===== config.mk =====
export PLATFORM = sky130hd
export DESIGN_NAME = demixer_iq
export DESIGN_NICKNAME = d
export VERILOG_FILES = /design/src/rtl/demixer_iq.sv
export SDC_FILE = /design/constraint.sdc
export NUM_CORES = 1
export LEC_CHECK = 0
export CORE_UTILIZATION = 55
export CTS_CLUSTER_SIZE = 8
export DETAILED_ROUTE_END_ITERATION = 10
export DONT_BUFFER_PORTS = 1
export PLACE_DENSITY = 0.71
export SETUP_SLACK_MARGIN = 0.05
export SYNTH_ARGS = -nofsm -noshare
export SYNTH_HDL_FRONTEND = slang
export SYNTH_SLANG_ARGS = --single-unit

===== constraint.sdc =====
create_clock -name clock -period 3.8 [get_ports clock]
set_input_delay 0.38 -clock clock [delete_from_list [all_inputs] [get_ports clock]]
set_output_delay 0.38 -clock clock [all_outputs]
set_load 0.005 [all_outputs]

===== src/rtl/demixer_iq.sv =====
// rtl/demixer_iq.sv - IQ demixer: real sample times ternary LO, integrate-and-dump per frame
//
// Purpose:
//   Multiplies each accepted real sample by in-phase and quadrature LO values
//   (-1/0/+1). It sums the products over 2**DECIM_LOG2 accepted samples. It
//   then presents the floor-scaled, 15-bit saturated frame averages.
//
// Ports:
//   clock        in   rising-edge clock
//   reset        in   asynchronous active-low reset
//   clr          in   synchronous frame restart (drops the sample on that edge)
//   mixin_valid  in   qualifies mixin
//   mixin[14:0]  in   real sample, two's complement
//   LO_i[1:0]    in   in-phase LO: 1x = -1, 01 = +1, 00 = 0
//   LO_q[1:0]    in   quadrature LO, same encoding
//   out_ready    in   downstream consumes the held result
//   out_valid    out  i_o/q_o hold an unconsumed result
//   i_o[14:0]    out  in-phase frame result
//   q_o[14:0]    out  quadrature frame result
//   overrun      out  sticky: an unconsumed result was overwritten

module demixer_iq #(
  parameter int DECIM_LOG2 = 3
) (
  input  logic        clock,
  input  logic        reset,
  input  logic        clr,
  input  logic        mixin_valid,
  input  logic [14:0] mixin,
  input  logic [1:0]  LO_i,
  input  logic [1:0]  LO_q,
  input  logic        out_ready,
  output logic        out_valid,
  output logic [14:0] i_o,
  output logic [14:0] q_o,
  output logic        overrun
);

  // 16-bit terms summed over 2**DECIM_LOG2 samples cannot exceed this width.
  localparam int AW = 16 + DECIM_LOG2;
  localparam logic signed [AW-1:0] SAT_MAX = AW'(16383);
  localparam logic signed [AW-1:0] SAT_MIN = AW'(-16384);

  logic signed [AW-1:0]     r_acc_i;
  logic signed [AW-1:0]     r_acc_q;
  logic [DECIM_LOG2-1:0]    r_cnt;

  logic                     w_accept;
  logic                     w_dump;
  logic signed [15:0]       w_mix_ext;
  logic signed [15:0]       w_term_i;
  logic signed [15:0]       w_term_q;
  logic signed [AW-1:0]     w_sum_i;
  logic signed [AW-1:0]     w_sum_q;
  logic signed [AW-1:0]     w_shr_i;
  logic signed [AW-1:0]     w_shr_q;

  // The 16-bit width lets -(-16384) land exactly on +16384.
  function automatic logic signed [15:0] f_lo_mul(input logic signed [15:0] s,
                                                  input logic [1:0] lo);
    if (lo[1])      return -s;
    else if (lo[0]) return s;
    else            return '0;
  endfunction

  function automatic logic [14:0] f_sat(input logic signed [AW-1:0] v);
    if (v > SAT_MAX)      return 15'h3FFF;
    else if (v < SAT_MIN) return 15'h4000;
    else                  return v[14:0];
  endfunction

  assign w_accept  = mixin_valid && !clr;
  assign w_dump    = w_accept && (r_cnt == {DECIM_LOG2{1'b1}});
  assign w_mix_ext = {mixin[14], mixin};
  assign w_term_i  = f_lo_mul(w_mix_ext, LO_i);
  assign w_term_q  = f_lo_mul(w_mix_ext, LO_q);
  assign w_sum_i   = r_acc_i + {{DECIM_LOG2{w_term_i[15]}}, w_term_i};
  assign w_sum_q   = r_acc_q + {{DECIM_LOG2{w_term_q[15]}}, w_term_q};
  // An arithmetic shift of a two's complement value rounds toward minus infinity.
  assign w_shr_i   = w_sum_i >>> DECIM_LOG2;
  assign w_shr_q   = w_sum_q >>> DECIM_LOG2;

  // Accumulators and sample counter.
  always_ff @(posedge clock or negedge reset) begin
    if (!reset) begin
      r_acc_i <= '0;
      r_acc_q <= '0;
      r_cnt   <= '0;
    end else if (clr || w_dump) begin
      r_acc_i <= '0;
      r_acc_q <= '0;
      r_cnt   <= '0;
    end else if (w_accept) begin
      r_acc_i <= w_sum_i;
      r_acc_q <= w_sum_q;
      r_cnt   <= r_cnt + DECIM_LOG2'(1);
    end
  end

  // Result holding register. clr never touches it.
  always_ff @(posedge clock or negedge reset) begin
    if (!reset) begin
      out_valid <= 1'b0;
      i_o       <= '0;
      q_o       <= '0;
      overrun   <= 1'b0;
    end else if (w_dump) begin
      i_o       <= f_sat(w_shr_i);
      q_o       <= f_sat(w_shr_q);
      out_valid <= 1'b1;
      if (out_valid && !out_ready) overrun <= 1'b1;
    end else if (out_valid && out_ready) begin
      out_valid <= 1'b0;
    end
  end

endmodule


After elaboration in Yosys (flattened, before gate mapping)
Index checks and enable logic that the tools add are counted.
{"block": "totals", "reg_bits": 73}
{"block": "op_classes", "n_addsub": 4, "magnitude_cmp": 4, "n_eq_ne": 1, "muxes": 16, "reduce_logical": 10}
{"op": "two-way mux 19 bit", "n": 4}
{"op": "two-way mux 16 bit", "n": 4}
{"op": "two-way mux 15 bit", "n": 4}
{"op": "adder 19 bit", "n": 2}
{"op": "greater-than comparator 16 x 15 -> 1 bit, second input constant", "n": 2}
{"op": "less-than comparator 16 x 15 -> 1 bit, second input constant", "n": 2}
{"op": "negation 15 -> 16 bit", "n": 1}
{"op": "two-way mux 3 bit", "n": 2}
{"op": "logical AND 1 bit", "n": 4}
{"op": "nonzero test 2 bit", "n": 2}
{"op": "adder 3 x 1 -> 3 bit, second input constant", "n": 1}
{"op": "== test 3 bit, second input constant", "n": 1}
{"op": "zero test 1 bit", "n": 2}
{"op": "two-way mux 1 bit", "n": 2}
{"op": "AND reduction 2 bit", "n": 1}
{"op": "logical OR 1 bit", "n": 1}

Logic depth before layout (Yosys ltp)
{"block": "logic_depth", "depth_word": 6, "ltp_mapped": 18, "ltp_nobuf": 17}

Worst setup path after synthesis
OpenSTA, ideal clock, no wires.
{"block": "synth_path", "kind": "input to register", "from": "in mixin[5]", "to": "reg i_o[2]", "t_arrival_ns": 4.452, "setup_slack_ns": -0.778, "path_stages": 16, "path_cell_list": "or3_1 or2_2 or3_1 nor3_1 nor2_1 a22o_1 ha_1 and3_1 and3_1 or4b_2 o21ai_0 o22a_1 xnor2_1 buf_2 nor2_1 a221o_1"}
{"block": "synth_via", "elab_chain_cells": 6}
{"item": "from (decl)", "line_no": "29", "source": "input logic [14:0] mixin,"}
{"item": "negation 15 -> 16 bit / two-way mux 16 bit (equally long branches)", "line_no": "61, 62"}
{"item": "two-way mux 16 bit (*)", "line_no": "61", "source": "if (lo[1]) return -s;"}
{"item": "adder 19 bit (*)", "line_no": "77", "source": "assign w_sum_i = r_acc_i + {{DECIM_LOG2{w_term_i[15]}}, w_term_i};"}
{"item": "less-than comparator 16 x 15 -> 1 bit", "line_no": "68", "source": "else if (v < SAT_MIN) return 15'h4000;"}
{"item": "two-way mux 15 bit", "line_no": "68"}
{"item": "two-way mux 15 bit (*)", "line_no": "67", "source": "if (v > SAT_MAX) return 15'h3FFF;"}
{"item": "to (signal assigned)", "line_no": "108", "source": "i_o <= f_sat(w_shr_i);"}
{"item": "to (decl)", "line_no": "34", "source": "output logic [14:0] i_o,"}
Every way passes the cells marked *; elsewhere a longest branch is shown, timed or not.
A chain may end at the register's enable or synchronous reset.

Worst setup path after layout
{"block": "layout_path", "from": "in mixin[5]", "to": "reg q_o[1]"}
{"block": "layout_via", "elab_chain_cells": 6}
{"item": "negation 15 -> 16 bit / two-way mux 16 bit (equally long branches)", "line_no": "61, 62"}
{"item": "two-way mux 16 bit (*)", "line_no": "61"}
{"item": "adder 19 bit (*)", "line_no": "78", "source": "assign w_sum_q = r_acc_q + {{DECIM_LOG2{w_term_q[15]}}, w_term_q};"}
{"item": "less-than comparator 16 x 15 -> 1 bit", "line_no": "68"}
{"item": "two-way mux 15 bit", "line_no": "68"}
{"item": "two-way mux 15 bit (*)", "line_no": "67"}
{"item": "to (signal assigned)", "line_no": "109", "source": "q_o <= f_sat(w_shr_q);"}
{"item": "to (decl)", "line_no": "35", "source": "output logic [14:0] q_o,"}
Marks and branches as above.

==> impl_metrics.csv <==
group,metric,value,unit
clock_tree,cts.sink_count,73,
synthesis,synth_nets,687,
die,coreArea,9680,µm²
placement,placed_cells,797,
die,die-area,10300,µm²
layout,fin_util,68.7,%
clock_tree,clk_path_buf_depth,2,
pwr,pwr-share-comb,42.0,%
status,status,"finished clean",
min_path,hp-start,"clr",
sta,slew_viol_final,0,
synthesis,synth.area.top_cells,"dfrtp_1 33%, ha_1 9.8%, a22o_1 6.2%",
layout,final_nets,756,
synthesis,synth-seq-area-share,33.4,%
synthesis,synthDistinctLibCells,61,
synthesis,netlist_area,5470,µm²
route,first_pass_iters,5,
pwr,switchingPower,875,µW
global_route,grt_max_degree,74,
setup_path,crit_path_top_delay_cell,"a2111oi_4",
setup_path,r2r_setup_slack,0.76,ns
die,pin_count,56,
pwr,leakagePower,3.22,nW
job,drv_cap,0,
placement,place_area,6210,µm²
pwr,total_power,2.43,mW
setup_path,cp_data_arrival_time,3.98,ns
sta,fin_crit,3.71,ns
pwr,cellPowerDensity,365,nW/µm²
min_path,min_to,"r_acc_q[2]",
layout,multi_input_area,3710,µm²
route,via_per_inst,6.15,
setup_path,crit_buf_inv,3,
pwr,seq_power_share,35.8,%
sta,timing.final.hold_violations,0,
sta,worst_pin_slew,1.08,ns
placement,gp_congestion,0.962,
clock_tree,clock-root-buffer,"clkbuf_8",
synthesis,synth_top_area_share,33.4,%
global_route,grt_pass1_wl,23000,µm
pwr,clkPwrFrac,22.2,%
pwr,switching_share,36.0,%
global_route,overflow,0,
setup_path,rr_startpoint,"r_acc_i[0]",
synthesis,synth_top_cell_by_area,"dfrtp_1",
setup_path,rr_endpoint,"i_o[1]",
sta,final.setup.worst_slack,0.0921,ns
setup_path,cp_max_fo,6,
layout,post-route-cell-area,6660,µm²
layout,syn_to_final_growth,21.7,%
setup_path,endpoint_kind,"flip-flop",
sta,fin_worst_skew,0.0140,ns
placement,dp_hpwl,10900,µm
setup_path,cp-start-kind,"input port",
synthesis,ys.flop_type,"dfrtp_1",
sta,max_freq,0.270,GHz
synthesis,synth-edff-count,0,
layout,stdcell_count,824,
clock_tree,clkLatencyLatePin,0.36,ns
clock_tree,cts_tree,"built",
setup_path,setup.worst_path.class,"input port to flip-flop",
sta,hold_slack,0.0798,ns
sta,finalSetupViolations,0,
min_path,holdPathStages,1,
min_path,hp-class,"input port to flip-flop",
route,final_antenna_net_count,0,
layout,layout_common_cells,"77 x buf_4, 74 x nand2_1, 73 x dfrtp_1",
route,dr_total_vias,5067,
die,row_count,36,
route,drc_errors,0,
sta,final.period_utilization,97.6,%
setup_path,cp_top_family,"simple AND/OR/NAND/NOR gates",
setup_path,worstPathRequired,4.07,ns
placement,dpl_worst_slack,-0.372,ns
layout,filler_cell_count,774,
global_route,antenna_found_initial,0,
clock_tree,cts_made_buffers,9,
synthesis,synth-seq-cells,73,
die,initial_core_util,56.5,%
layout,seq_area,1830,µm²
synthesis,async_flop_share,100,%
clock_tree,ctsHtreeMaxLevel,3,
global_route,grt_pass1_vias,4789,
sta,tns,0,ns
global_route,grt_usage,28.9,%
die,die_h,102,µm
synthesis,syn_area_per_cell,8.85,µm²
sta,rsz0062_at_grt,"yes",
die,die_w,102,µm
synthesis,synthCells,618,
pwr,worst_ir_drop_vdd,0.176,mV
setup_path,path_cells,"or3_4, buf_4, or3_4, nor3_4, buf_4, a21oi_1, mux2i_1, ha_1, and4_1, a2111oi_4, o31ai_4, mux2i_1, xor2_1, buf_2, a21oi_1, o21ai_0",
placement,numPortBuffers,0,
setup_path,critPathMaxStageDelay,0.44,ns
pwr,internal-power,1.56,mW
route,wl_per_cell,18.1,µm
layout,final_common_cell,"buf_4",
route,wirelength,14900,µm
clock_tree,clkTransAtPathRegs,0.07,ns
synthesis,ys_warn_count,0,
setup_path,r2r_cells,12,
layout,diodes,0,
sta,relSlewSlack,27.7,%
route,drt-initial-drc-count,273,
layout,drive_gt1_share,20.4,%
-- metal layers --
layer  GRT usage, %  share of wire (%)  vias up  wire length, µm
li1               -                  -     2435                -
met1           38.3                 46     2435             6780
met2           47.5                 46      170             6920
met3           5.87                6.4       27              951
met4           8.81                1.7        0              251
met5              0                  0        -                0
-- flip-flops by register name, indices dropped and copies added (netlist names) --
name       flops
overrun        1
r_cnt          3
r_acc_q       19
q_o           15
i_o           15
out_valid      1
r_acc_i       19
-- layout make-up --
type | instances | share of cell area [%]
Sequential cell | 73 | 27.4
Timing Repair Buffer | 88 | 11.1
Inverter | 14 | 0.789
Clock buffer | 12 | 2.18
Clock inverter | 3 | 0.263
Tap cell | 133 | 2.50
Multi-Input combinational cell | 501 | 55.7
-- repair_timing --
action | CTS | global route
setup endpoints to repair | 12 | 31
cloned | 0 | 2
buffers inserted | 0 | 9
pin swaps | 4 | 17
gates resized for setup | 4 | 37
hold buffers | 2 | 0
endpoints found under the hold margin | 73 | 0
-- how the worst max path moves through the flow --
| stage | startpoint | end | slack [ns] | depth (start not counted) |
|---|---|---|---|---|
| 2_1_floorplan | mixin[5] | i_o[2] | -0.30 | 16 |
| 3_3_place_gp | mixin[5] | i_o[11] | -0.32 | 16 |
| 3_5_place_dp | mixin[5] | i_o[1] | -0.37 | 17 |
| 4_1_cts | mixin[5] | q_o[0] | 0.05 | 16 |
| 5_1_grt | mixin[5] | q_o[13] | -0.08 | 18 |
| 6_report | mixin[5] | q_o[1] | 0.09 | 16 |
-- power by group through the flow --
| stage | Combinational, mW | Clock [mW] | Sequential (mW) |
|---|---|---|---|
| 6_report | 1.02 | 0.539 | 0.869 |
| 5_1_grt | 1.10 | 0.577 | 0.875 |
| 4_1_cts | 0.929 | 0.547 | 0.868 |
| 3_5_place_dp | 0.894 | 0 | 0.882 |
| 3_3_place_gp | 0.859 | 0 | 0.880 |
| 2_1_floorplan | 0.609 | 0 | 0.871 |
-- logic make-up after synthesis --
kind of cell	after synthesis	share of synthesized area [%]
adders and majority gates	47	11.0
buffers and inverters	44	3.27
DFF	73	33.4
and+or+nand+nor	167	14.3
AOI/OAI and AO/OA	234	28.6
xor gates and xnor gates	36	6.29
muxes	17	3.11
-- Yosys cell counts, types with 2 or more instances --
cell       instances
nor3_1            13
or2_2              2
o31ai_1            5
o21bai_1           4
clkbuf_1          21
nand2_1           74
a221o_1            2
a211o_1            2
nor3b_1            2
o211ai_1          12
buf_2              5
fa_1               2
buf_1              3
xnor2_1           22
nand4_1            2
and3_1             3
or3_1             10
mux2i_1           17
a2111oi_0          4
o21ai_0           52
ha_1              43
a31oi_1            2
a2bb2oi_1          6
xor2_1            12
a21oi_1           59
nand3_1            8
and4_1             2
o22ai_1            5
nor2_1            29
a22o_1            39
inv_1             14
nor2b_1            5
dfrtp_1           73
a21o_1            17
o21a_1             7
nand2b_1          10
a211oi_1           6
(Power assumes the default switching activity.)
==> variant, RTL diff (same settings) <==
`DECIM_LOG2`: 3 -> 2.
--- a/src/rtl/demixer_iq.sv
+++ b/src/rtl/demixer_iq.sv
@@ -20,7 +20,7 @@
 //   overrun      out  sticky: an unconsumed result was overwritten
 
 module demixer_iq #(
-  parameter int DECIM_LOG2 = 3
+  parameter int DECIM_LOG2 = 2
 ) (
   input  logic        clock,
   input  logic        reset,
Check against the original RTL: not equivalent (Yosys sat finds a counterexample within 10 cycles, from zero or initial values and one cycle with reset low).
==> variant against the original RTL <==
- power is 9.7% higher
- sequential power increased by 15%
- via count shrank 8.7%
- synthesized area is 2.3% lower
- setup slack better by 0.17 ns
- register-to-register slack gained 0.03 ns
- first-iteration DRC count down 19%
- design area down 11%
- sequential cell count decreased by 3
- routed wire length is 9.3% lower
- sequential share of layout area up 2.2 points
==> variant: results (changes against the original RTL) <==
[status]
run_status=complete, no violations

[grt]
gr-usage-all-layers=0.285  ; -0.00399
grt_max_degree=71  ; -4.1%
grt_pass1_vias=4486  ; -6.3%

[pwr]
leakage_uw=0.00281  ; -13%

[setup_path]
slowest_delay_ns=0.38  ; -0.06 ns
worst_ep_arrival_time_ns=3.79  ; -0.19 ns
slowest_stage=or3_1
path_max_fanout=14  ; +8

[synthesis]
synth_area_leaders=dfrtp_1 33%, ha_1 8.4%, a22o_1 8.0%, nand2_1 4.7%, a21oi_1 4.4%
yosysSeqAreaShare=0.328  ; -0.00630
mappedNetlistNets=657  ; -4.4%
yosys.cell_types.count=67  ; +9.8%
synth_commonest_cells=70 x dfrtp_1, 67 x nand2_1, 49 x a22o_1

[timing]
worstMarginPinSlew_ns=0.637  ; -0.441 ns
skew_ns=0.0155  ; +0.00150 ns

[placed_design]
place_congestion=0.891  ; -7.3%
dp.final_hpwl_um=10200  ; -6.6%

[final_layout]
finalNetCount=665  ; -12%
drive_gt1_frac=0.117  ; -0.0873
top_regs=r_acc_i: 18 flops, r_acc_q: 18 flops

[cts]
clk_pin_slew_ns=0.09  ; +0.02 ns

[route]
vias=4626  ; -8.7%
wl_met1_um=5990  ; -12%
wl_met2_um=6420  ; -7.1%
drt_iter0_drc=221  ; -19%
wl_per_cell_um=18.3  ; +1.4%

==> variant: cell types whose count changed in the layout (fill, tap and decap cells not counted), moves of 5 or more <==
cell,unedited run,this run
a21oi_1,57,46
a22o_1,39,49
buf_4,77,25
buf_6,5,0
ha_1,42,36
nand2_1,74,67
nand2b_1,10,24
nor3_1,7,13
o21ai_0,36,28
o21ai_1,15,5
==> variant: worst register-to-register path: stages, from the launching register on <==
cell      delay (ns)
dfrtp_1         0.36
ha_1            0.20
inv_1           0.06
fa_1            0.41
nand2b_1        0.19
a21oi_2         0.25
o21ai_2         0.14
a211o_1         0.29
a211oi_2        0.38
nand2b_1        0.22
buf_12          0.15
nand2b_1        0.08
a22o_1          0.20
==> variant: layout make-up <==
type                            instances  area (µm²)
Timing Repair Buffer                   28         245
Inverter                               13        48.8
Multi-Input combinational cell        481        3470
Fill cell                             810        3420
Clock inverter                          7         105
Sequential cell                        70        1750
Clock buffer                            9         124
Tap cell                              129         161
==> variant: worst paths after layout <==
kind / cells after the start / end / slack (ns) / start
max in group asynchronous: 2 / r_acc_q[7] / 2.94 / reset
min in group asynchronous: 2 / r_acc_i[14] / 0.54 / reset
min: 1 / r_acc_q[2] / 0.09 / clr
max: 16 / i_o[0] / 0.26 / mixin[5]
max reg2reg: 12 / i_o[0] / 0.79 / r_acc_i[0]
min reg2reg: 2 / r_acc_q[3] / 0.50 / r_acc_q[3]
==> variant: logic make-up (layout without fill, tap and decap cells) <==
family | Yosys count | after routing | share of synthesized area
AOI/OAI and AO/OA | 203 | 203 | 0.276
and+or+nand+nor | 186 | 186 | 0.173
DFF | 70 | 70 | 0.328
buffers and inverters | 44 | 57 | 0.0351
adders and majority gates | 39 | 39 | 0.0938
xor gates and xnor gates | 33 | 33 | 0.0569
muxes | 20 | 20 | 0.0374
==> variant: through the flow <==
step                instances  setup slack, ns  area [µm²]  setup TNS, ns  total power, µW
floorplan                 595           0.0565        5360              0             1680
global placement          719           -0.162        5600          -2.28             1890
detailed placement        719           -0.230        5600          -3.94             1920
CTS                       737            0.138        5860              0             2660
global route              737           0.0578        5900              0             2820
finish                    737            0.260        5900              0             2670
==> variant: metal layers <==
layer | GRT usage | up-vias
met5 | 0 | -
met1 | 0.368 | 2237
li1 | - | 2217
met2 | 0.475 | 146
met3 | 0.0520 | 26
met4 | 0.110 | 0
==> variant: what timing repair did <==
action                     CTS  global route
hold buffers                 2             0
gates resized for setup      0             5
setup buffers                0             0
hold endpoints to repair    70             0
setup endpoints to repair    0            25
==> variant: where the power goes <==
part           leakage [µW]  internal [µW]  total (µW)  switching [µW]
sequential         0.000942            886         998             111
combinational       0.00175            426         947             521
clock              0.000112            380         721             340
total               0.00281           1690        2670             972
